--- config.mk ---
export PLATFORM = sky130hd
export DESIGN_NAME = multicycle_seq
export DESIGN_NICKNAME = d
export VERILOG_FILES = /design/src/rtl/multicycle_seq.sv
export SDC_FILE = /design/constraint.sdc
export NUM_CORES = 1
export LEC_CHECK = 0
export ABC_AREA = 1
export CORE_AREA = 5 5 96 188
export CTS_BUF_LIST = sky130_fd_sc_hd__clkbuf_8
export DETAILED_ROUTE_END_ITERATION = 12
export DIE_AREA = 0 0 101 193
export GPL_TIMING_DRIVEN = 0
export PLACE_DENSITY = 0.87
export SETUP_SLACK_MARGIN = 0.02
export SYNTH_ARGS = -nofsm -noshare
export SYNTH_HDL_FRONTEND = slang
export SYNTH_SLANG_ARGS = --single-unit
--- constraint.sdc ---
create_clock -name clk_i -period 9.2 [get_ports clk_i]
set_clock_uncertainty 0.1 [all_clocks]
set_input_delay 2.76 -clock clk_i [delete_from_list [all_inputs] [get_ports clk_i]]
set_output_delay 2.76 -clock clk_i [all_outputs]
set_load 0.01 [all_outputs]
--- src/rtl/multicycle_seq.sv ---
// multicycle_seq: multi-cycle RV32I control sequencer (fetch, decode wait, exec, mem, writeback, PC update)
// All outputs come from registers loaded with the next-state view, so they change one edge after a decision.
module multicycle_seq #(
    parameter logic [31:0] RESET_PC = 32'h0000_0000,
    parameter int          TIMEOUT  = 16
) (
    input  logic        clk_i,
    input  logic        rst_ni,
    output logic        imem_req_o,
    output logic [31:0] imem_addr_o,
    input  logic        imem_ready_i,
    input  logic [31:0] imem_rdata_i,
    output logic [31:0] ir_o,
    input  logic [5:0]  dec_op_i,
    input  logic [31:0] imm_i,
    input  logic        branch_taken_i,
    output logic        alu_en_o,
    output logic        dmem_req_o,
    output logic        dmem_we_o,
    input  logic        dmem_ready_i,
    output logic        rf_we_o,
    output logic [31:0] pc_o,
    output logic [31:0] retired_o,
    output logic        trap_o
);
    typedef enum logic [2:0] {S_FETCH, S_DECODE, S_EXEC, S_MEM, S_WB, S_TRAP} state_t;
    typedef enum logic [2:0] {C_ALU, C_LOAD, C_STORE, C_BR, C_JAL, C_BAD} cls_t;

    state_t      state_q, state_d;
    cls_t        cls_q, op_cls;
    logic [31:0] pc_q, ir_q, imm_q, retired_q, tgt;
    logic [7:0]  cnt_q, cnt_d;
    logic        take_q, take_now, take, misaligned, retire;
    logic        fetch_wait, fetch_done, mem_wait, mem_done, timed_out;
    logic        imem_req_q, alu_en_q, dmem_req_q, dmem_we_q, rf_we_q, trap_q;
    logic        imem_req_d, alu_en_d, dmem_req_d, dmem_we_d, rf_we_d, trap_d;

    // lui/auipc only need a writeback slot, so they share the ALU class
    assign op_cls = (dec_op_i <= 6'h12) ? C_ALU :
                    (dec_op_i <= 6'h17) ? C_LOAD :
                    (dec_op_i <= 6'h1A) ? C_STORE :
                    (dec_op_i <= 6'h1D || dec_op_i == 6'h20) ? C_BR :
                    (dec_op_i == 6'h21) ? C_JAL :
                    (dec_op_i == 6'h22 || dec_op_i == 6'h23) ? C_ALU : C_BAD;

    // Redirect is decided in EXEC (live branch_taken) and remembered for a jal retiring in WB
    assign take_now   = (cls_q == C_JAL) || (cls_q == C_BR && branch_taken_i);
    assign take       = (state_q == S_EXEC) ? take_now : take_q;
    assign tgt        = pc_q + (take ? imm_q : 32'd4);
    assign misaligned = tgt[1:0] != 2'b00;

    assign fetch_wait = state_q == S_FETCH && imem_req_q && !imem_ready_i;
    assign fetch_done = state_q == S_FETCH && imem_req_q && imem_ready_i;
    assign mem_wait   = state_q == S_MEM && dmem_req_q && !dmem_ready_i;
    assign mem_done   = state_q == S_MEM && dmem_req_q && dmem_ready_i;
    assign timed_out  = (fetch_wait || mem_wait) && cnt_q == 8'(TIMEOUT - 1);

    always_ff @(posedge clk_i or negedge rst_ni) begin
        if (!rst_ni) begin
            state_q    <= S_FETCH;
            cnt_q      <= '0;
            pc_q       <= RESET_PC;
            ir_q       <= '0;
            imm_q      <= '0;
            cls_q      <= C_ALU;
            take_q     <= 1'b0;
            retired_q  <= '0;
            imem_req_q <= 1'b0;
            alu_en_q   <= 1'b0;
            dmem_req_q <= 1'b0;
            dmem_we_q  <= 1'b0;
            rf_we_q    <= 1'b0;
            trap_q     <= 1'b0;
        end else begin
            state_q    <= state_d;
            cnt_q      <= cnt_d;
            pc_q       <= retire ? tgt : pc_q;
            retired_q  <= retire ? retired_q + 32'd1 : retired_q;
            ir_q       <= fetch_done ? imem_rdata_i : ir_q;
            imm_q      <= (state_q == S_DECODE) ? imm_i : imm_q;
            cls_q      <= (state_q == S_DECODE) ? op_cls : cls_q;
            take_q     <= (state_q == S_EXEC) ? take_now : take_q;
            imem_req_q <= imem_req_d;
            alu_en_q   <= alu_en_d;
            dmem_req_q <= dmem_req_d;
            dmem_we_q  <= dmem_we_d;
            rf_we_q    <= rf_we_d;
            trap_q     <= trap_d;
        end
    end

    always_comb begin
        state_d = state_q;
        retire  = 1'b0;
        case (state_q)
            S_FETCH:  state_d = timed_out ? S_TRAP : fetch_done ? S_DECODE : S_FETCH;
            S_DECODE: state_d = (op_cls == C_BAD) ? S_TRAP : S_EXEC;
            S_EXEC: begin
                if (cls_q == C_LOAD || cls_q == C_STORE) state_d = S_MEM;
                else if (misaligned) state_d = S_TRAP;
                else if (cls_q == C_BR) begin
                    state_d = S_FETCH;
                    retire  = 1'b1;
                end else state_d = S_WB;
            end
            S_MEM: begin
                if (timed_out) state_d = S_TRAP;
                else if (mem_done) begin
                    state_d = (cls_q == C_STORE) ? S_FETCH : S_WB;
                    retire  = cls_q == C_STORE;
                end
            end
            S_WB: begin
                state_d = S_FETCH;
                retire  = 1'b1;
            end
            default:  state_d = S_TRAP;
        endcase
        cnt_d = (state_d != state_q) ? 8'd0 : (fetch_wait || mem_wait) ? cnt_q + 8'd1 : cnt_q;
    end

    always_comb begin
        imem_req_d = state_d == S_FETCH;
        alu_en_d   = state_d == S_EXEC;
        dmem_req_d = state_d == S_MEM;
        dmem_we_d  = state_d == S_MEM && cls_q == C_STORE;
        rf_we_d    = state_d == S_WB;
        trap_d     = state_d == S_TRAP;
    end

    assign imem_req_o  = imem_req_q;
    assign imem_addr_o = pc_q;
    assign ir_o        = ir_q;
    assign alu_en_o    = alu_en_q;
    assign dmem_req_o  = dmem_req_q;
    assign dmem_we_o   = dmem_we_q;
    assign rf_we_o     = rf_we_q;
    assign pc_o        = pc_q;
    assign retired_o   = retired_q;
    assign trap_o      = trap_q;
endmodule
After elaboration in Yosys (flattened, before gate mapping):

Index checks and enable logic that the tools add are counted.

* flip-flop bits (word level): 149
* input bits: 75
* output and inout bits: 134
* word-level logic and storage cells: 86

* add/subtract/negate cells: 3
* $lt $le $gt $ge: 4
* equality and inequality tests: 19
* multiplexer cells: 26
* reductions and logical operators: 20

Operator list (number)
* $mux W3: 14
* $add A32 B1 Y32 const B: 1
* $add A32 B32 Y32: 1
* $mux W32: 1
* $eq A6 B6 Y1 const B: 4
* $le A6 B5 Y1 const B: 4
* $eq A3 B2 Y1 const B: 6
* $mux W8: 2
* $eq A3 B3 Y1 const B: 5
* $pmux W3 S5: 1
* $logic_and A1 B1 Y1: 9
* $add A8 B1 Y8 const B: 1
* $eq A8 B4 Y1 const B: 1
* $mux W1: 7
* $eq A3 B1 Y1 const B: 2
* $logic_not A3 Y1: 2
* $logic_or A1 B1 Y1: 5
* $reduce_bool A2 Y1: 2
* $ne A3 B3 Y1: 1
* $pmux W1 S3: 1
* $logic_not A1 Y1: 2

Longest topological paths before layout:

Gate-level depths: netlist of run 1.

* depth after elaboration: 13
* depth in mapped cells: 21
* depth with buffers taken out: 21

Worst setup path after synthesis of run 1:

OpenSTA, ideal clock, no wires.

* path type: in2reg
* from: input port branch_taken_i
* to: register retired_q[18] (netlist: retired_o[18])
* library setup time: 0.065 ns
* arrival time: 5.062 ns
* data required time: 9.035 ns
* slack: 3.973 ns
* stages: 19
* buffers on the path: 3
* path through: nand4_1 -> nand3_1 -> o21ai_1 -> clkbuf_1 -> nor2_1 -> ha_1 -> inv_1 -> fa_1 -> inv_1 -> nor2_1 -> nand3_1 -> nor2_1 -> nor2_1 -> nand2_4 -> inv_2 -> buf_2 -> buf_2 -> nand2_1 -> nand2_1

* word-level cells in the longest chain between the ends: 9

Ends and longest elaborated chain
* from (decl): RTL line 16 `input logic branch_taken_i,`
* $logic_and A1 B1 Y1: RTL line 47 `assign take_now = (cls_q == C_JAL) || (cls_q == C_BR && branch_taken_i);`
* $logic_or A1 B1 Y1: RTL line 47
* $mux W1
* $mux W32: RTL line 49 `assign tgt = pc_q + (take ? imm_q : 32'd4);`
* $add A32 B32 Y32: RTL line 49
* $reduce_bool A2 Y1: RTL line 50 `assign misaligned = tgt[1:0] != 2'b00;`
* $mux W1: RTL line 100 `else if (misaligned) state_d = S_TRAP;`
* $mux W1: RTL line 99 `if (cls_q == C_LOAD || cls_q == C_STORE) state_d = S_MEM;`
* $pmux W1 S3: RTL line 95 `case (state_q)`
* to (signal assigned): RTL line 78 `retired_q <= retire ? retired_q + 32'd1 : retired_q;`
* to (decl): RTL line 31 `logic [31:0] pc_q, ir_q, imm_q, retired_q, tgt;`

Every way passes these cells.
A chain may end at the register's enable or synchronous reset.

Final worst setup path of run 1:

* from: input port branch_taken_i
* to: register pc_q[21] (netlist: imem_addr_o[21])

* word-level cells in the longest chain between the ends: 9

Ends and longest elaborated chain
* $logic_and A1 B1 Y1 (*): RTL line 47
* $logic_or A1 B1 Y1 (*): RTL line 47
* $mux W1 (*)
* $mux W32 (*): RTL line 49
* $add A32 B32 Y32 (*): RTL line 49
* $reduce_bool A2 Y1: RTL line 50
* $mux W1: RTL line 100
* $mux W1: RTL line 99
* $pmux W1 S3: RTL line 95
* to (signal assigned): RTL line 77 `pc_q <= retire ? tgt : pc_q;`
* to (decl): RTL line 31

Every way passes the cells marked *; elsewhere a longest branch is shown, timed or not.

==> reports/results.tsv, run 1 <==
metric	value	unit
run status	finished, final reports clean	
final worst path period share	0.653	
Total Nets Final	1568	
critical-path maximum fanout	10	
post-synthesis net count	1340	
category of the worst setup path launch point	primary input	
first-iteration detailed-routing DRC count	605	
number of sinks handled by clock tree synthesis	149	
maximum number of pins on one net before global-route repair	99	
final wirelength	27700	um
crit-path max cell delay	490	ps
sequential cell area fraction in the yosys report	0.411	
Top cell by count, worst path	nor2_1	
adder and majority gate portion of the synthesized area	0.0478	
final-report setup violation count	0	
max-slew headroom at the worst pin	0.560	
required arrival time at the worst endpoint	9480	ps
number of global-route vias before repair	9071	
total track usage	0.286	
Worst Path Class, Setup	in2reg	
Avg Cell Area, Syn	7.36	um^2
synthesized area	9070	um^2
critical-path cell with the highest stage delay	fa_1	
floorplan core area	16500	um^2
height of the die	193	um
CTS buffer count	17	
element type at the critical path end	flip-flop	
total stage count of the critical path	19	
largest buffer count on any clock path	2	
Synth Area in Compound Gates	0.0886	
multiplexer fraction of the synthesized cell area	0.00110	
number of primary I/O pins	209	
number of instances in the synthesized netlist	1231	
setup repair after global routing missed its margin	no	
Top Family by Delay on Critical Path	buffers and inverters	
count of max-cap constraint violations	0	
Period minus WS final	6010	ps
number of storage elements in the synthesis netlist	149	
number of antenna violations at the first check in global routing	0	
measured slew at the worst slew-check pin	655	ps
setup repair bufs after CTS	0	
fraction of final layout cells sized beyond drive strength 1	0.0748	
post-layout instance area	11800	um^2
post-route antenna net violation count	0	
WHS Path Cells	2	
clock tree from TritonCTS	done	
ratio of routed vias to standard cells	5.36	
combinational family with the most area after synthesis	simple AND/OR/NAND/NOR gates	
total of buffers placed on input and output ports	208	
worst setup slack for register-to-register paths	5210	ps
Highest Clock Rate	166	MHz
hold slack	385	ps
CTS clk-pin slew, worst paths	80	ps
Tot Pwr	0.00397	W
Die ar.	19500	um^2
share of the synthesized netlist area taken by xor and xnor gates	0.0454	
Root Buffer	clkbuf_8	
clock latency of the later-clocked register in the worst-skew pair	450	ps
number of flops mapped to enable cells by yosys	0	
width of the die	101	um
Starting Density	0.549	
layout-stage area growth over the synthesis result	30.6	%
endpoint arrival time on the critical path	6290	ps
Buf/Inv on CP	6	
Cells after DPL	1647	
peak supply drop	0.000218	V
HPWL Detailed	21900	um
H-tree lvl count	4	
final count of hold timing violations	0	
number of pins exceeding their max-slew limit in the final report	0	
residual overflow from global routing	0	
simple logic cell fraction of the synthesized area	0.309	
P_leak	5.68	nW
most used flip-flop cell after synthesis	dfrtp_1	
routed len/inst	16.5	um
class of the tightest hold or removal check	reg2reg	
# diodes	0	
wire length of the first global-routing pass	44400	um
routed vias	8983	
placed inst area	11400	um^2
yosys warns	0	
gpl congestion	0.946	
number of standard cells in the final layout excluding fillers	1677	
1st-pass router iterations	5	
cell breakdown of the critical path	clkdlybuf4s50_1 > nand4_1 > nand3_1 > o21ai_1 > clkbuf_1 > nor2_1 > ha_1 > inv_1 > fa_1 > inv_1 > nor2_1 > nand3_1 > nor2_1 > nor2_1 > nand2_4 > buf_2 > buf_2 > nand3_1 > nand2_1	
num rows	67	
DRC violation count after routing	0	
library cells used by synthesis	40	
Pwr per Cell Area	335	nW/um^2
fraction of registers with async set or reset after synthesis	1.00	
number of cells traversed by the worst register-to-register path	21	
CTS Hold Buffers Added	0	
Resized cells post-CTS	0	
==> worst reg2reg max path, stage by stage, from the launching register on <==
cell      delay, ps
dfrtp_1         460
inv_2           140
nand2_1          60
nor2_1          190
nand3_1         100
o21ai_1         230
clkbuf_1        420
nor2_1           90
ha_1            190
inv_1           100
fa_1            430
inv_1            90
nor2_1           70
nand3_1         100
nor2_1           50
nor2_1          160
nand2_4         140
inv_2            90
buf_2           240
buf_2           300
nand2_1         100
nand2_1          80
==> synthesized netlist by cell type, drive strengths merged, types with 2 or more instances <==
cell type	count	share of area
nor2	143	0.065
o21a	3	0.0025
nor3	29	0.017
nand4	22	0.015
nand3b	2	0.0017
nand2	374	0.16
xnor2	15	0.014
clkbuf	15	0.0062
a31oi	9	0.0062
or2	6	0.0041
o21ai	82	0.046
a21o	3	0.0025
buf	44	0.033
o21bai	4	0.0033
inv	140	0.058
a21boi	3	0.0025
a21oi	44	0.024
nor4	8	0.0055
ha	33	0.046
nand3	65	0.041
xor2	32	0.031
o31ai	2	0.0017
dfrtp	149	0.41
==> registers in the layout, summed over array words and instances (netlist names) <==
| signal | cells |
|---|---|
| alu_en_o | 1 |
| cls_q | 3 |
| cnt_q | 8 |
| dmem_req_o | 1 |
| dmem_we_o | 1 |
| imem_addr_o | 32 |
| imem_req_o | 1 |
| imm_q | 32 |
| ir_o | 32 |
| retired_o | 32 |
| rf_we_o | 1 |
| state_q | 3 |
| take_q | 1 |
| trap_o | 1 |
==> power by group <==
part,switching (W),leakage (nW),internal (W)
registers,0.000200,1.90,0.000906
logic,0.00134,3.57,0.000990
clock network,0.000256,0.207,0.000273
total,0.00180,5.68,0.00217
==> kinds of logic (layout without fill, tap and decap cells) <==
logic type / after synthesis / in the layout
mux: 1 / 1
buf+inv: 199 / 438
fa+ha+maj: 34 / 34
flops: 149 / 149
xor+xnor: 47 / 47
simple gates: 651 / 651
compound gates: 150 / 150
==> metrics by stage <==
| step | TNS (ps) | utilization | setup slack [ps] |
|---|---|---|---|
| 4_1_cts | 0 | 0.717 | 3260 |
| 5_1_grt | 0 | 0.717 | 3030 |
| 3_5_place_dp | 0 | 0.692 | 2820 |
| 3_3_place_gp | -113220 | 0.691 | -784 |
| 6_report | 0 | 0.717 | 3190 |
| 2_1_floorplan | 0 | - | 3970 |
==> routing by layer <==
metal / GRT usage / vias to the layer above / part of all wire
met3: 0.0619 / 58 / 0.068
met1: 0.354 / 4186 / 0.41
li1: - / 4354 / -
met5: 0 / - / 0
met2: 0.483 / 385 / 0.49
met4: 0.115 / 0 / 0.036
==> cell type report <==
type	instances	area [um^2]
Sequential cell	149	3730
Fill cell	1326	4680
Multi-Input combinational cell	883	4460
Buffer	59	354
Inverter	140	526
Clock buffer	18	248
Tap cell	207	259
Clock inverter	12	155
Timing Repair Buffer	209	2110
==> layout by cell type (no fill, tap or decap), drive strengths merged, types with 2 or more instances in the layout <==
cell	Yosys	layout
clkinv	0	5
a21oi	44	44
nor4	8	8
or2	6	6
o21bai	4	4
a21o	3	3
clkdlybuf4s50	0	207
nor2	143	143
nor3	29	29
xor2	32	32
buf	44	46
xnor2	15	15
clkbuf	15	33
nand2	374	374
ha	33	33
dfrtp	149	149
nand3b	2	2
a31oi	9	9
o21a	3	3
inv	140	143
nand4	22	22
bufinv	0	3
a21boi	3	3
o31ai	2	2
nand3	65	65
o21ai	82	82
==> final timing paths <==
check,start,to
worst max register to register,state_q[2],imem_addr_o[18]
worst min register to register,ir_o[27],ir_o[27]
max in group asynchronous,rst_ni,ir_o[20]
worst min-delay path,ir_o[27],ir_o[27]
worst max-delay path,branch_taken_i,imem_addr_o[21]
min in group asynchronous,rst_ni,retired_o[7]
Power figures use the tool's default switching activity.
==> run 2, diff against run 1 <==
--- a/config.mk
+++ b/config.mk
@@ -6,12 +6,12 @@
 export NUM_CORES = 1
 export LEC_CHECK = 0
 export ABC_AREA = 1
-export CORE_AREA = 5 5 96 188
+export CORE_AREA = 5 5 105 205
 export CTS_BUF_LIST = sky130_fd_sc_hd__clkbuf_8
 export DETAILED_ROUTE_END_ITERATION = 12
-export DIE_AREA = 0 0 101 193
+export DIE_AREA = 0 0 110 210
 export GPL_TIMING_DRIVEN = 0
-export PLACE_DENSITY = 0.87
+export PLACE_DENSITY = 0.77
 export SETUP_SLACK_MARGIN = 0.02
 export SYNTH_ARGS = -nofsm -noshare
 export SYNTH_HDL_FRONTEND = slang
==> constraint.sdc (replaced) <==
create_clock -name clk_i -period 4.87 [get_ports clk_i]
set_clock_uncertainty 0.1 [all_clocks]
set_input_delay 1.461 -clock clk_i [delete_from_list [all_inputs] [get_ports clk_i]]
set_output_delay 1.461 -clock clk_i [all_outputs]
set_load 0.01 [all_outputs]
==> reports/results.tsv, run 2 (synthesis gave the netlist of run 1 again) <==
metric	value	unit
final wirelength	29400	um
post-route antenna net violation count	0	
H-tree lvl count	4	
number of sinks handled by clock tree synthesis	149	
CTS buffer count	17	
height of the die	210	um
total track usage	0.262	
number of primary I/O pins	209	
setup repair after global routing missed its margin	no	
gpl congestion	0.992	
width of the die	110	um
count of max-cap constraint violations	0	
number of global-route vias before repair	9405	
layout-stage area growth over the synthesis result	31.4	%
final setup slack of the worst path	268	ps
critical-path cell with the highest stage delay	clkdlybuf4s50_1	
CTS Hold Buffers Added	0	
worst hold path endpoint	ir_o[2]	
Buf/Inv on CP	3	
# diodes	0	
worst setup slack for register-to-register paths	1040	ps
WHS Path Cells	2	
Starting Density	0.457	
routed len/inst	17.0	um
largest buffer count on any clock path	2	
peak supply drop	0.000295	V
most common cell after layout, fill and taps aside	nand2_1	
endpoint arrival time on the critical path	4850	ps
Worst Path Class, Setup	in2reg	
final worst path period share	0.945	
number of cells traversed by the worst register-to-register path	21	
residual overflow from global routing	0	
clock tree from TritonCTS	done	
num rows	73	
maximum number of pins on one net before global-route repair	94	
clock latency of the later-clocked register in the worst-skew pair	460	ps
fraction of final layout cells sized beyond drive strength 1	0.0774	
Pwr per Cell Area	628	nW/um^2
final-report setup violation count	0	
DRC violation count after routing	0	
Top Family by Delay on Critical Path	compound AO/OA/AOI/OAI gates	
class of the tightest hold or removal check	reg2reg	
final count of hold timing violations	0	
setup slack at placement	-363	ps
setup repair bufs after CTS	0	
floorplan core area	19800	um^2
CTS clk-pin slew, worst paths	90	ps
Die ar.	23100	um^2
crit-path max cell delay	490	ps
number of antenna violations at the first check in global routing	0	
HPWL Detailed	23700	um
1st-pass router iterations	5	
Period minus WS final	4600	ps
ratio of routed vias to standard cells	5.13	
total of buffers placed on input and output ports	208	
P_leak	5.67	nW
Root Buffer	clkbuf_8	
worst reg2reg startpoint	state_q[2]	
Highest Clock Rate	217	MHz
destination of the worst register-to-register timing path	imem_addr_o[0]	
element type at the critical path end	flip-flop	
critical-path maximum fanout	10	
Resized cells post-CTS	0	
max-slew headroom at the worst pin	0.373	
hold slack	384	ps
routed vias	8887	
wire length of the first global-routing pass	46700	um
leading cell types in the layout, fill and taps excluded	nand2_1, clkdlybuf4s50_1, dfrtp_1, inv_1, nor2_1	
final total negative setup slack	0	ps
first-iteration detailed-routing DRC count	530	
number of standard cells in the final layout excluding fillers	1734	
cell breakdown of the critical path	clkdlybuf4s50_1 > nand4_1 > nand3_1 > o21ai_1 > clkbuf_2 > nor2_1 > ha_1 > inv_1 > fa_1 > o21ai_1 > a21oi_1 > o21ai_1 > nand2_1 > nand3_1 > nand2_1 > nand3_1 > nand2_1	
Total Nets Final	1568	
measured slew at the worst slew-check pin	932	ps
hold path start	ir_o[2]	
required arrival time at the worst endpoint	5120	ps
run status	finished, final reports clean	
category of the worst setup path launch point	primary input	
number of pins exceeding their max-slew limit in the final report	0	
Cells after DPL	1702	
==> run 2: layer usage <==
| layer | GRT usage | routed length, um |
|---|---|---|
| met5 | 0 | 0 |
| met4 | 0.161 | 1930 |
| met3 | 0.0420 | 1390 |
| met2 | 0.492 | 16100 |
| met1 | 0.257 | 9960 |
==> run 2: cell type report <==
type                            count  area (um^2)
Buffer                             59          355
Clock buffer                       17          234
Clock inverter                     15          170
Fill cell                        1868         7910
Inverter                          140          526
Multi-Input combinational cell    883         4460
Sequential cell                   149         3730
Tap cell                          262          328
Timing Repair Buffer              209         2110
==> run 2: report_power, final <==
part / switching (W) / internal, W
Clock: 0.000537 / 0.000469
Sequential: 0.000381 / 0.00171
Combinational: 0.00251 / 0.00187
Total: 0.00343 / 0.00405
==> run 2: metrics by stage <==
stage	instance area, um^2	total power [W]	util
floorplan	9070	0.00467	-
global placement	11500	0.00638	0.579
detailed placement	11500	0.00648	0.580
CTS	11900	0.00750	0.601
global route	11900	0.00810	0.601
finish	11900	0.00748	0.601
==> run 2: worst register-to-register path: stages, from the launching register on <==
cell	delay, ps
dfrtp_1	470
inv_2	140
nand2_1	60
nor2_1	170
nand3_1	100
o21ai_1	250
clkbuf_2	340
nor2_1	80
ha_1	190
inv_1	110
fa_1	420
inv_1	80
nor2_1	60
nand3_1	80
nor2_1	40
nor2_1	170
nand2_4	120
inv_2	80
buf_2	230
buf_2	310
nand2_1	110
nand2_1	80
==> run 2: how the worst max path moves through the flow <==
stage,startpoint,endpoint,slack [ps],cells after the start
floorplan,branch_taken_i,retired_o[18],940,19
global placement,rst_ni,imm_q[8],-3920,1
detailed placement,branch_taken_i,imem_addr_o[26],-360,17
CTS,branch_taken_i,imem_addr_o[26],110,17
global route,branch_taken_i,retired_o[30],80,18
finish,branch_taken_i,imem_addr_o[26],270,17
